## src/rtl/sat_fifo_pkg.sv

```systemverilog
// Constants and types shared by the FIFO tree: word width, buffer geometry,
// and the source encoding used by merge nodes.
package sat_fifo_pkg;

    localparam int DATA_WIDTH  = 36;
    localparam int FIFO_DEPTH  = 16;
    localparam int FIFO_ADDR_W = $clog2(FIFO_DEPTH);

    typedef enum logic {
        SRC_A = 1'b0,
        SRC_B = 1'b1
    } src_e;

    function automatic src_e gnt_to_src(input logic [1:0] gnt);
        return gnt[1] ? SRC_B : SRC_A;
    endfunction

endpackage

```

## src/rtl/rr_arb2.sv

```systemverilog
// Two-input round-robin arbiter: a lone request wins outright, a tie goes to
// the input that did not win last time.
module rr_arb2 (
    input  logic [1:0] req,
    input  logic       last_grant,
    output logic [1:0] gnt
);

    always_comb begin
        gnt = req;
        if (&req)
            gnt = last_grant ? 2'b01 : 2'b10;
    end

endmodule

```

## src/rtl/fifo_merge_node.sv

```systemverilog
// Two-to-one FIFO tree merge node: round-robin reads from two upstream buffers,
// one-entry skid absorbs the read latency when the downstream buffer fills.
module fifo_merge_node
    import sat_fifo_pkg::*;
#(
    parameter int DATA_WIDTH = sat_fifo_pkg::DATA_WIDTH
) (
    input  logic                  clk,
    input  logic                  reset,
    input  logic [DATA_WIDTH-1:0] a_data_i,
    input  logic                  a_empty_i,
    output logic                  a_rden_o,
    input  logic [DATA_WIDTH-1:0] b_data_i,
    input  logic                  b_empty_i,
    output logic                  b_rden_o,
    output logic [DATA_WIDTH-1:0] out_data_o,
    output logic                  out_wren_o,
    input  logic                  out_full_i
);

    logic                  pending;
    src_e                  pend_src;
    src_e                  last_grant;
    logic                  skid_valid;
    logic [DATA_WIDTH-1:0] skid_data;

    logic                  can_read;
    logic [1:0]            req;
    logic [1:0]            gnt;
    logic [DATA_WIDTH-1:0] sel_data;

    // A parked word blocks new reads, so pending and skid_valid never overlap.
    assign can_read = ~out_full_i & ~skid_valid & ~reset;
    assign req      = {~b_empty_i, ~a_empty_i} & {2{can_read}};

    rr_arb2 u_arb (
        .req        (req),
        .last_grant (last_grant == SRC_B),
        .gnt        (gnt)
    );

    assign a_rden_o = gnt[0];
    assign b_rden_o = gnt[1];

    assign sel_data   = skid_valid ? skid_data
                      : (pend_src == SRC_B) ? b_data_i : a_data_i;
    assign out_data_o = sel_data;
    // Reset also suppresses the write of a word still in flight.
    assign out_wren_o = (skid_valid | pending) & ~out_full_i & ~reset;

    always_ff @(posedge clk) begin
        if (reset) begin
            pending    <= 1'b0;
            pend_src   <= SRC_A;
            last_grant <= SRC_B;
            skid_valid <= 1'b0;
        end else begin
            pending <= |gnt;
            if (|gnt) begin
                pend_src   <= gnt_to_src(gnt);
                last_grant <= gnt_to_src(gnt);
            end
            if (pending & out_full_i) begin
                skid_valid <= 1'b1;
                skid_data  <= sel_data;
            end else if (skid_valid & ~out_full_i) begin
                skid_valid <= 1'b0;
            end
        end
    end

endmodule

```

## config.mk

```make
export PLATFORM = sky130hd
export DESIGN_NAME = fifo_merge_node
export DESIGN_NICKNAME = d
export VERILOG_FILES = /design/src/rtl/sat_fifo_pkg.sv /design/src/rtl/rr_arb2.sv /design/src/rtl/fifo_merge_node.sv
export SDC_FILE = /design/constraint.sdc
export NUM_CORES = 1
export LEC_CHECK = 0
export ABC_AREA = 1
export CELL_PAD_IN_SITES_DETAIL_PLACEMENT = 0
export CELL_PAD_IN_SITES_GLOBAL_PLACEMENT = 1
export CORE_MARGIN = 2
export CORE_UTILIZATION = 28
export DETAILED_ROUTE_END_ITERATION = 8
export HOLD_SLACK_MARGIN = 0.12
export PLACE_DENSITY = 0.76
export RECOVER_POWER = 50
export SYNTH_ARGS = -nofsm -noshare
export SYNTH_HDL_FRONTEND = slang
export SYNTH_SLANG_ARGS = --single-unit
```

## constraint.sdc

```tcl
create_clock -name clk -period 3.4 [get_ports clk]
set_input_delay 0.68 -clock clk [delete_from_list [all_inputs] [get_ports clk]]
set_output_delay 0.68 -clock clk [all_outputs]
set_load 0.03 [all_outputs]
```

==> results.tsv <==
metric	value	unit
muxShareOfSynthArea	0	%
clockBufferDepth	2	
postPlaceCellArea	3320	um2
worstSetupPathType	input port to output port	
start_util	28.4	%
ys_types	21	
drc	0	
path_clk_slew	0.08	ns
io_buffer_count	115	
critPathLaunchType	input port	
row_count	32	
hold_class	register to register	
tns	0	ns
antenna_cells	0	
gp_congestion	0.758	
fin_area	3330	um2
root_buffer	clkbuf_8	
grt_usage	14.6	%
synth-compound-area-share	21.6	%
status	completed	
fillerInstances	767	
preCtsSetupSlack	0.333	ns
clock_skew	0.00396	ns
fp.dieW	91.8	um
end_kind	output port	
wl_per_cell	14.0	um
ys_top_cells_by_count	a21oi_1, nor2_1, nand2_1, edfxtp_1, a21oi_2	
tightest_slew	0.949	ns
fin_crit_sh	92.8	%
design.core.area	7610	um2
fin_crit	3.16	ns
yosys.area.top_type_share	50.1	%
synth_edf_count	36	
synthSimpleGateAreaFrac	15.6	%
synth_fa_ha_area_share	0	%
relSlewSlack	36.5	%
syn_area_per_cell	9.82	um2
critPathArrivalTime	2.48	ns
post-cts-setup-buffer-count	0	
setup_viol	0	
htree_levels	2	
grt_overflow	0	
synth_warnings	0	
ys_seq_area_share	53.8	%
antenna_left	0	
die_h	91.8	um
synth_xor_xnor_area_share	0	%
synth_area_leaders	edfxtp_1, a21oi_1, a21oi_2	
final_max_slew_viol_count	0	
synth_area	2160	um2
postCtsHoldBufs	0	
async_reset_ff_share	0	%
clock-sinks	40	
drtPass1Iterations	4	
hold_viol_final	0	
numCtsBuffers	5	
num_vias	1992	
antenna_found_initial	0	
syn_nets	297	
drive_gt1_share	8.41	%
p_leak	1.24	nW
grt_max_degree	39	
hpwlAfterDp	3980	um
maxCapViolCount	0	
ctsResizeCount	0	
area_growth	54.4	%
synth_flop_cell	edfxtp_1	
cp.required	2.72	ns
clk-insertion-delay-late	0.29	ns
yosysTopAreaCell	edfxtp_1	
io_pins	116	
syn_inst	220	
yosysMostFrequentCell	a21oi_1	
routed_wirelength	6090	um
timing.fmax	317	MHz
crit_fanout	6	
vias_per_cell	4.58	
dieArea	8430	um2
vdd_ir_drop_max	127	uV
grt_pass1_wl	9760	um
synth-seq-cells	40	
p_per_area	369	nW/um2
rsz0062_at_grt	false	
synth_top_family_by_area	compound AO/OA/AOI/OAI gates	
drt-initial-drc-count	45	
nNetsFinal	409	
setup_slack	0.245	ns
hold-worst-slack	0.516	ns
cts_tree	built	
grt_pass1_vias	1954	
==> cell families after synthesis <==
logic type	Yosys count
AO/OA/AOI/OAI	75
flip-flops	40
AND/OR/NAND/NOR	85
buffers and inverters	20
==> routing by layer <==
metal | global-route usage [%] | wire (um)
met5 | 0 | 0
met4 | 4.85 | 66
met3 | 4.11 | 412
met2 | 24.0 | 2850
met1 | 18.4 | 2760
==> final timing paths <==
path,cells past startpoint,startpoint,end,slack [ns]
worst max-delay path,5,reset,b_rden_o,0.24
worst min-delay path,2,last_grant$_SDFFE_PP1P_,last_grant$_SDFFE_PP1P_,0.52
worst max register to register,3,pending$_SDFF_PP0_,skid_data[27]$_DFFE_PP_,1.25
worst min register to register,2,last_grant$_SDFFE_PP1P_,last_grant$_SDFFE_PP1P_,0.52
==> final cells by class <==
cell class	count	area, um2	share of cell area [%]
clock buffers	7	76.3	2.29
well taps	102	128	3.83
multi-input cells	160	759	22.8
flip-flops and latches	40	1160	34.8
inverters	5	18.8	0.563
clock inverters	1	5.00	0.150
repair buffers	120	1190	35.6
==> through the flow <==
| step | util [%] | power (W) | std cells |
|---|---|---|---|
| CTS | 44.7 | 0.00126 | 435 |
| detailed placement | 43.7 | 0.000943 | 427 |
| floorplan | - | 0.000758 | 220 |
| finish | 43.8 | 0.00123 | 435 |
| global placement | 43.7 | 0.000942 | 427 |
| global route | 43.8 | 0.00129 | 435 |
==> placed cells by master, fill, tap and decap left out, drive strengths merged <==
master and count:
buf 2, nand3 1, a21oi 74, edfxtp 36, clkbuf 10, dlygate4sd3 1
dfxtp 4, clkdlybuf4s50 114, nand4 1, nand2 40, inv 5, o21ai 1
nor3 1, nor2 41, nor3b 1, clkinv 1
==> worst max-delay path, stage by stage <==
cell	delay [ns]
dlygate4sd3_1	0.62
nor2_1	0.20
nand4_1	0.19
inv_1	0.11
clkdlybuf4s50_1	0.67
==> power by group <==
group	total (W)	switching (W)	internal, W	leakage [nW]
combinational	0.000365	0.000187	0.000178	0.835
clock	0.000308	0.000163	0.000144	0.0422
sequential	0.000556	0.00000320	0.000553	0.359
total	0.00123	0.000353	0.000875	1.24
==> flip-flops by register name, indices dropped and copies added (netlist names) <==
signal	flops
skid_valid	1
pending	1
pend_src	1
last_grant	1
skid_data	36
Power figures use the tool's default switching activity.
